### config.mk
export PLATFORM = sky130hd
export DESIGN_NAME = div_seq_r0
export DESIGN_NICKNAME = d
export VERILOG_FILES = /design/src/rtl/div_seq_r0_pkg.sv /design/src/rtl/div_seq_r0_step.sv /design/src/rtl/div_seq_r0.sv
export SDC_FILE = /design/constraint.sdc
export NUM_CORES = 1
export LEC_CHECK = 0
export ABC_AREA = 1
export BUFFER_PORTS_ARGS = -buffer_cell sky130_fd_sc_hd__buf_2
export CORE_ASPECT_RATIO = 1.1
export CORE_MARGIN = 3
export CORE_UTILIZATION = 50
export DETAILED_ROUTE_END_ITERATION = 6
export MAX_ROUTING_LAYER = met4
export PLACE_DENSITY = 0.71
export SETUP_SLACK_MARGIN = 0.4
export SLEW_MARGIN = 20
export SYNTH_ARGS = -nofsm -noshare
export SYNTH_HDL_FRONTEND = slang
export SYNTH_HIERARCHICAL = 1
export SYNTH_SLANG_ARGS = --single-unit
### constraint.sdc
create_clock -name clk -period 2.55 [get_ports clk]
set_clock_uncertainty 0.05 [all_clocks]
set_input_delay 0.3825 -clock clk [delete_from_list [all_inputs] [get_ports clk]]
set_output_delay 0.3825 -clock clk [all_outputs]
set_load 0.1 [all_outputs]
### src/rtl/div_seq_r0_pkg.sv
// div_seq_r0_pkg: shared state/special-case encodings and constants for the sequential divider
package div_seq_r0_pkg;

    localparam int DEF_DATA_WIDTH = 32;
    localparam logic [DEF_DATA_WIDTH-1:0] MIN = {1'b1, {(DEF_DATA_WIDTH-1){1'b0}}};

    typedef enum logic [1:0] {IDLE, RUN, FIX, DONE} state_t;
    typedef enum logic [1:0] {NONE, DIV0, OVF} special_t;

endpackage

### src/rtl/div_seq_r0_step.sv
// div_step_r0: one combinational restoring-division step on {rem, quo}
module div_step_r0 #(
    parameter int W = 32
) (
    input  logic [W-1:0] rem,
    input  logic [W-1:0] quo,
    input  logic [W-1:0] divisor,
    output logic [W-1:0] rem_nxt,
    output logic [W-1:0] quo_nxt
);

    logic [W:0] shifted;
    logic [W:0] trial;

    // rem < divisor always holds, so the shifted value fits W+1 bits and trial[W] is the borrow
    always_comb begin
        shifted = {rem, quo[W-1]};
        trial   = shifted - {1'b0, divisor};
        rem_nxt = trial[W] ? shifted[W-1:0] : trial[W-1:0];
        quo_nxt = {quo[W-2:0], ~trial[W]};
    end

endmodule

### src/rtl/div_seq_r0.sv
// div_seq_r0: multi-cycle signed/unsigned divider returning {remainder, quotient} and C/Z/V/S flags
module div_seq_r0
    import div_seq_r0_pkg::*;
#(
    parameter int DATA_WIDTH = DEF_DATA_WIDTH
) (
    input  logic                    clk,
    input  logic                    rst_n,
    input  logic                    start,
    input  logic                    signed_op,
    input  logic [DATA_WIDTH-1:0]   input1,
    input  logic [DATA_WIDTH-1:0]   input2,
    output logic                    busy,
    output logic                    done,
    output logic [2*DATA_WIDTH-1:0] dataOut,
    output logic                    C,
    output logic                    Z,
    output logic                    V,
    output logic                    S
);

    localparam int CW = $clog2(DATA_WIDTH + 1);
    localparam logic [DATA_WIDTH-1:0] MIN_W = {1'b1, {(DATA_WIDTH-1){1'b0}}};

    state_t                state, state_nxt;
    special_t              special, special_in;
    logic [CW-1:0]         cnt;
    logic [DATA_WIDTH-1:0] rem, quo, dvs, dvd;
    logic [DATA_WIDTH-1:0] rem_nxt, quo_nxt;
    logic [DATA_WIDTH-1:0] mag1, mag2, q_fin, r_fin;
    logic                  sign_q, sign_r, accept;

    div_step_r0 #(.W(DATA_WIDTH)) u_step (
        .rem     (rem),
        .quo     (quo),
        .divisor (dvs),
        .rem_nxt (rem_nxt),
        .quo_nxt (quo_nxt)
    );

    // operand magnitudes, special-case detection and final sign-corrected results
    always_comb begin
        accept     = (state == IDLE) && start;
        mag1       = (signed_op && input1[DATA_WIDTH-1]) ? -input1 : input1;
        mag2       = (signed_op && input2[DATA_WIDTH-1]) ? -input2 : input2;
        special_in = (input2 == '0) ? DIV0 :
                     (signed_op && input1 == MIN_W && input2 == '1) ? OVF : NONE;
        q_fin      = (special == DIV0) ? '1 : (special == OVF) ? MIN_W : sign_q ? -quo : quo;
        r_fin      = (special == DIV0) ? dvd : (special == OVF) ? '0 : sign_r ? -rem : rem;
    end

    // state register
    always_ff @(posedge clk or negedge rst_n) begin
        if (!rst_n) state <= IDLE;
        else        state <= state_nxt;
    end

    // next-state logic: specials skip the iteration and go straight to FIX
    always_comb begin
        state_nxt = (state == IDLE) ? (accept ? ((special_in != NONE) ? FIX : RUN) : IDLE) :
                    (state == RUN)  ? ((cnt == CW'(1)) ? FIX : RUN) :
                    (state == FIX)  ? DONE : IDLE;
    end

    // FSM outputs
    always_comb begin
        busy = (state != IDLE);
        done = (state == DONE);
        C    = 1'b0;
    end

    // datapath: capture on accept, iterate in RUN, publish result and flags in FIX
    always_ff @(posedge clk or negedge rst_n) begin
        if (!rst_n) begin
            rem     <= '0;
            quo     <= '0;
            dvs     <= '0;
            dvd     <= '0;
            cnt     <= '0;
            special <= NONE;
            sign_q  <= 1'b0;
            sign_r  <= 1'b0;
            dataOut <= '0;
            Z       <= 1'b0;
            V       <= 1'b0;
            S       <= 1'b0;
        end else begin
            if (accept) begin
                rem     <= '0;
                quo     <= mag1;
                dvs     <= mag2;
                dvd     <= input1;
                cnt     <= CW'(DATA_WIDTH);
                special <= special_in;
                sign_q  <= signed_op & (input1[DATA_WIDTH-1] ^ input2[DATA_WIDTH-1]);
                sign_r  <= signed_op & input1[DATA_WIDTH-1];
            end
            if (state == RUN) begin
                rem <= rem_nxt;
                quo <= quo_nxt;
                cnt <= cnt - CW'(1);
            end
            if (state == FIX) begin
                dataOut <= {r_fin, q_fin};
                Z       <= (q_fin == '0);
                V       <= (special != NONE);
                S       <= q_fin[DATA_WIDTH-1];
            end
        end
    end

endmodule

==> reports/qor.csv, run 1 <==
metric,value,unit
status,"finished, final reports clean",
Area contributors post-synth,"dfrtp_1 (34%), nand2_1 (16%), inv_1 (6.6%)",
hold crit path type,in -> reg,
setup TNS,0,ns
synthesis-to-layout area growth,21.48,%
number of buffers created by CTS,24,
commonest cells in the netlist,"nand2_1 (653), inv_1 (269), nor2_1 (247), dfrtp_1 (206), nand3_1 (140)",
DPL Wire Length,40020,um
Yosys top cell by area,dfrtp_1,
IO Pins,138,
"Arr. time, crit path",2.66,ns
Finished Layout Cells,2857,
cells after synthesis,2278,
RSZ-0062 raised after global routing,yes,
ys flop type,dfrtp_1,
htree depth,1,
number of flops mapped to enable cells by yosys,0,
Synth Register Bits,206,
final number of setup-violating endpoints,0,
first-pass GRT wire length,81970,um
average cell area after synthesis,6.700,um^2
WL final,52770,um
port bufs,136,
insertion delay to the later sink of the worst-skew pair,0.53,ns
grt ovf,0,
routed vias,15620,
MaxCap Viol Count,0,
Worst Path Required,2.89,ns
standard-cell rows,66,
post-synthesis sequential area ratio,33.77,%
clk slew on worst S/H paths,0.07,ns
pre-CTS setup slack,0.08566,ns
Tcrit/Tclk final,90.99,%
async set-reset flop share out of synthesis,100.0,%
share of Yosys cell area claimed by the top area cell type,33.77,%
Max transition margin,46.07,%
DRC,0,
"Max FO, Critical Path",8,
Die Height,189.2,um
First DRT Iteration DRCs,1281,
Slew @ Worst Pin,0.8016,ns
dpl cell area,0.01635,mm^2
leakage power total,0.009210,uW
GP Congestion,0.9824,
most frequent cell after synthesis,nand2_1,
gr usage total,32.45,%
core box area,0.02981,mm^2
CP endpoint kind,flop,
number of global-route vias before repair,15110,
crit start category,flop,
Die ar.,0.03266,mm^2
Initial Utilization,51.20,%
"Worst Setup Slack, final",0.2297,ns
largest net degree at the start of global routing,130,
post-synthesis cell area,0.01526,mm^2
Final nets,2539,
share of cells above drive strength 1,22.34,%
Post-DRT Antenna Nets,0,
final hold vios,0,
Clock Tree Root,clkbuf_16,
WS Path Type,reg -> reg,
post-route cell area,0.01854,mm^2
Die Wd,172.6,um
"Slew Viols, Final",0,
fmax,431.0,MHz
WL/cell,18.47,um
VDD IR max,565.8,uV
Pwr per Cell Area,1127,mW/mm^2
Final Power,20890,uW
CTS tree,yes,
TritonRoute pass-1 iters,5,
syn nets,2386,
Ys Warns,6,
initial antenna violation count,0,
Synth cell types,54,
Fillers,2784,
ant diodes,0,
CTS Buffer Depth,3,
clk sink count,206,
Period minus WS final,2.320,ns
placed cells,2775,
Avg Vias per Cell,5.467,
-- final timing paths --
check                                   startpoint                       to  cells past startpoint  slack, ns
max reg2reg                    quo[31]$_DFFE_PN0P_      rem[19]$_DFFE_PN0P_                     18       0.23
max in group asynchronous                    rst_n       dvs[1]$_DFFE_PN0P_                      3       1.23
min                                     input1[24]      dvd[24]$_DFFE_PN0P_                      3       0.07
min reg2reg                dataOut[42]$_DFFE_PN0P_  dataOut[42]$_DFFE_PN0P_                      2       0.43
min in group asynchronous                    rst_n      dvd[12]$_DFFE_PN0P_                      2       0.34
max                            quo[31]$_DFFE_PN0P_      rem[19]$_DFFE_PN0P_                     18       0.23
-- metrics by stage --
stage / util (%) / hold WS, ns
after CTS: 60.36 / 0.06123
final: 62.20 / 0.07068
after detailed placement: 54.83 / 0.3318
after global routing: 62.20 / 0.08309
after floorplan: - / 0.03691
after global placement: 54.83 / 0.3363
-- cell families (layout without fill, tap and decap cells) --
group	after synthesis	after routing	synth area share (%)
muxes	1	1	0.06558
buffers and inverters	390	555	11.02
adders and majority gates	40	40	3.328
AOI/OAI and AO/OA	356	356	13.00
and+or+nand+nor	1208	1214	34.43
DFF	206	206	33.77
xor gates and xnor gates	76	76	4.361
other	1	1	0.02457
-- layer usage --
layer / vias to the layer above / GRT usage (%) / share of wire, %
met5: - / - / 0
met4: 0 / 20.90 / 7.5
met3: 168 / 3.450 / 5.9
met2: 613 / 52.64 / 47
met1: 7275 / 38.77 / 39
li1: 7563 / - / -
-- layout make-up --
cell class | instances | area (um^2) | area share, %
Clock buffer | 32 | 691.9 | 3.732
Multi-Input combinational cell | 1688 | 9428 | 50.85
Sequential cell | 206 | 5176 | 27.92
Timing Repair Buffer | 226 | 1441 | 7.774
Inverter | 284 | 1072 | 5.783
Tap cell | 408 | 510.5 | 2.753
Timing Repair inverter | 1 | 7.507 | 0.04049
Clock inverter | 12 | 214.0 | 1.154
-- placed cells by master (no fill, tap or decap), drive strengths merged, types with 3 or more instances in the layout --
cell,count
o211ai,4
bufinv,6
o21ai,167
xor2,62
nand3b,12
clkbuf,33
xnor2,14
nor2,268
or2,7
inv,282
ha,39
buf,224
nand4,33
nor4,6
dfrtp,206
a31oi,22
clkinv,7
nor3,28
o31ai,3
nand2,707
a21oi,109
and2,3
a21o,4
o21bai,7
nand3,147
a22oi,34
-- report_power, final --
group	internal (uW)	switching (uW)	total [uW]
clock network	2510	1460	3970
logic	4000	7790	11800
registers	4150	981	5130
-- sequential cells by signal, indices dropped and copies added, names as in the netlist --
name	flops
dataOut	64
dvd	32
dvs	32
quo	32
rem	32
cnt	6
special	2
state	2
V	1
Z	1
sign_q	1
sign_r	1
-- worst max-delay path: stages (launching register included) --
cell and delay, ns:
dfrtp_1 0.36, inv_1 0.05, ha_2 0.20, fa_2 0.35, inv_2 0.07, nand2_2 0.04
nand2_2 0.06, nand3_2 0.07, nand2_2 0.08, nand2_2 0.06, nand2_4 0.09, nand2_8 0.08
nand3_4 0.10, buf_12 0.15, nand2_8 0.10, nand2_2 0.08, nand2_1 0.05, nand2_1 0.07
o21ai_1 0.07
-- what timing repair did --
action | in CTS | in global routing
hold buffers | 1 | 0
pin swaps | 11 | 26
gates cloned | 5 | 2
gates resized for setup | 104 | 114
endpoints found under the hold margin | 49 | 0
setup buffers | 16 | 14
endpoints found under the setup margin | 37 | 52
Power figures use the tool's default switching activity.
==> run 2: changes to the inputs <==
- PLACE_DENSITY: 0.71 -> 0.7
- SKIP_LAST_GASP: not set -> 1
==> run 2 against run 1 <==
Register-to-register slack got worse by 0.098 ns. Via count barely moved. Highest routed layer unchanged. Sequential share of layout area increased by 0.24 points. Worst hold slack lost 0.0033 ns. Worst setup slack lost 0.098 ns. The run now ends with DRC left. Cell area shrank 1.0%. Clock power shrank 17%. Critical path depth is 1 higher.
==> reports/qor.csv, run 2 (synthesis results as in run 1) <==
metric,value,unit,change
Post-DRT Antenna Nets,0,,unchanged
CP endpoint kind,flop,,
final hold vios,0,,unchanged
clk sink count,206,,unchanged
max reg flops,64,,unchanged
number of buffers created by CTS,24,,unchanged
leakage power total,0.009262,uW,+0.57%
Final Power,20380,uW,-2.5%
IO Pins,138,,unchanged
fmax,413.5,MHz,-4.1%
MaxCap Viol Count,0,,unchanged
hold path start,input1[30],,
Max transition margin,45.06,%,-1.0 points
"Slew Viols, Final",0,,unchanged
R2R Setup Slk,0.13,ns,-0.10 ns
Die ar.,0.03266,mm^2,unchanged
first-pass GRT wire length,83380,um,+1.7%
synthesis-to-layout area growth,20.21,%,
share of cells above drive strength 1,21.46,%,-0.88 points
Avg Vias per Cell,5.440,,-0.49%
Period minus WS final,2.418,ns,+0.09814 ns
Die Height,189.2,um,unchanged
Fillers,2809,,+0.90%
"Max FO, Critical Path",7,,-1
CTS Buffer Depth,3,,unchanged
R2R cell count,19,,+1
WS Path Type,reg -> reg,,
largest net degree at the start of global routing,71,,-45%
Clock Tree Root,clkbuf_16,,
setup TNS,0,ns,unchanged
Slew @ Worst Pin,0.8232,ns,+0.02154 ns
Pwr per Cell Area,1111,mW/mm^2,-1.4%
hold crit path type,in -> reg,,
number of global-route vias before repair,15160,,+0.27%
TritonRoute pass-1 iters,7,,+2
routed vias,15630,,+0.064%
Tcrit/Tclk final,94.84,%,+3.8 points
Reg2Reg Launch Point,quo[31]$_DFFE_PN0P_,,
DRC,4,,+4
VDD IR max,570.9,uV,+0.91%
gr usage total,33.08,%,+0.62 points
placed cells,2787,,+0.43%
hold path endpoint,dvd[30]$_DFFE_PN0P_,,
failing checks,DRC,,
"Arr. time, crit path",2.81,ns,+0.15 ns
reg-to-reg endpoint,rem[2]$_DFFE_PN0P_,,
port bufs,136,,unchanged
DPL Wire Length,41580,um,+3.9%
most frequent cells in the layout,"nand2_1 (622), inv_1 (242), nor2_1 (228), dfrtp_1 (197), buf_2 (135)",,
Worst Path Required,2.94,ns,+0.05 ns
"Worst Setup Slack, final",0.1315,ns,-0.09814 ns
grt ovf,0,,unchanged
final number of setup-violating endpoints,0,,unchanged
Multi-input gate area,0.009208,mm^2,-2.3%
Finished Layout Cells,2873,,+0.56%
Die Wd,172.6,um,unchanged
WL final,53910,um,+2.2%
hold depth,3,,unchanged
Initial Utilization,51.20,%,unchanged
worst hold slack,0.06740,ns,-0.003277 ns
pre-CTS setup slack,0.03109,ns,-0.05457 ns
status,"complete, but fails checks",,
GP Congestion,1.069,,+8.8%
WL/cell,18.77,um,+1.6%
crit start category,flop,,
Final nets,2556,,+0.67%
standard-cell rows,66,,unchanged
largest reg by FF count,dataOut,,
ant diodes,0,,unchanged
First DRT Iteration DRCs,1280,,-0.078%
insertion delay to the later sink of the worst-skew pair,0.54,ns,about the same
"commonest non-fill, non-tap cell in the layout",nand2_1,,
clk slew on worst S/H paths,0.07,ns,about the same
core box area,0.02981,mm^2,unchanged
RSZ-0062 raised after global routing,yes,,
htree depth,1,,unchanged
initial antenna violation count,0,,unchanged
Reg area,0.005166,mm^2,-0.19%
CTS tree,yes,,
run 2: cell types whose count changed in the layout (fill, tap and decap cells not counted), moves of 6 or more:
| cell | delta |
|---|---|
| dfrtp_2 | -8 |
| buf_4 | +11 |
| dfrtp_1 | +8 |
| nor2_2 | +6 |
| nand2_2 | -16 |
| nand2_8 | -6 |
| bufinv_16 | -6 |
| nand2_1 | +16 |
| ha_4 | -6 |
run 2: critical path, stage by stage, from the launching register on:
cell and delay, ns:
dfrtp_1 0.38, inv_2 0.06, ha_4 0.17, fa_2 0.39, inv_2 0.07, nand2_2 0.05, nand2_2 0.06, nand3_2 0.07
nand2_2 0.08, nand2_2 0.06, nand2_4 0.07, nand2_4 0.08, nand2_4 0.10, nand2_4 0.08, nand2_8 0.13, buf_12 0.13
nand2_1 0.06, nand2_1 0.07, nand2_1 0.06, o21ai_1 0.09
run 2: cell type report:
cell class	instances	share of cell area [%]
flip-flops and latches	206	28.16
clock buffers	32	3.655
repair buffers	245	8.968
multi-input cells	1687	50.18
well taps	408	2.782
clock inverters	11	0.4296
inverters	284	5.824
run 2: per-layer routing:
layer	share of wire [%]	up-vias	global-route usage, %	wire length (um)
met5	0	-	-	0
met4	7.0	0	19.00	3773
met3	4.9	139	2.848	2649
met2	48	551	55.45	25990
met1	40	7341	39.39	21500
li1	-	7598	-	-
run 2: report_power, final:
part	switching [uW]	internal (uW)	total, uW
Clock	1430	1850	3290
Combinational	7840	4140	12000
Sequential	972	4140	5110
run 2: through the flow:
stage | area (um^2) | util, %
4_1_cts | 17830 | 59.81
2_1_floorplan | 15270 | -
3_5_place_dp | 16460 | 55.22
3_3_place_gp | 16460 | 55.22
6_report | 18350 | 61.55
5_1_grt | 18350 | 61.55
run 2: how the worst max path moves through the flow:
| stage | slack (ns) | startpoint | endpoint | cells past startpoint |
|---|---|---|---|---|
| 2_1_floorplan | 0.31 | quo[31]$_DFFE_PN0P_ | rem[25]$_DFFE_PN0P_ | 17 |
| 4_1_cts | 0.19 | quo[31]$_DFFE_PN0P_ | rem[2]$_DFFE_PN0P_ | 19 |
| 5_1_grt | 0.03 | quo[31]$_DFFE_PN0P_ | rem[1]$_DFFE_PN0P_ | 19 |
| 6_report | 0.13 | quo[31]$_DFFE_PN0P_ | rem[2]$_DFFE_PN0P_ | 19 |
| 3_5_place_dp | 0.03 | rem[10]$_DFFE_PN0P_ | rem[7]$_DFFE_PN0P_ | 14 |
| 3_3_place_gp | 0.07 | rem[24]$_DFFE_PN0P_ | rem[27]$_DFFE_PN0P_ | 14 |
run 2: timing repair:
item	CTS	global route
endpoints found under the setup margin	56	53
resized for setup	99	85
hold buffers	1	0
buffers inserted	15	21
pin swaps	13	28
hold endpoints to repair	66	0
cloned	4	2
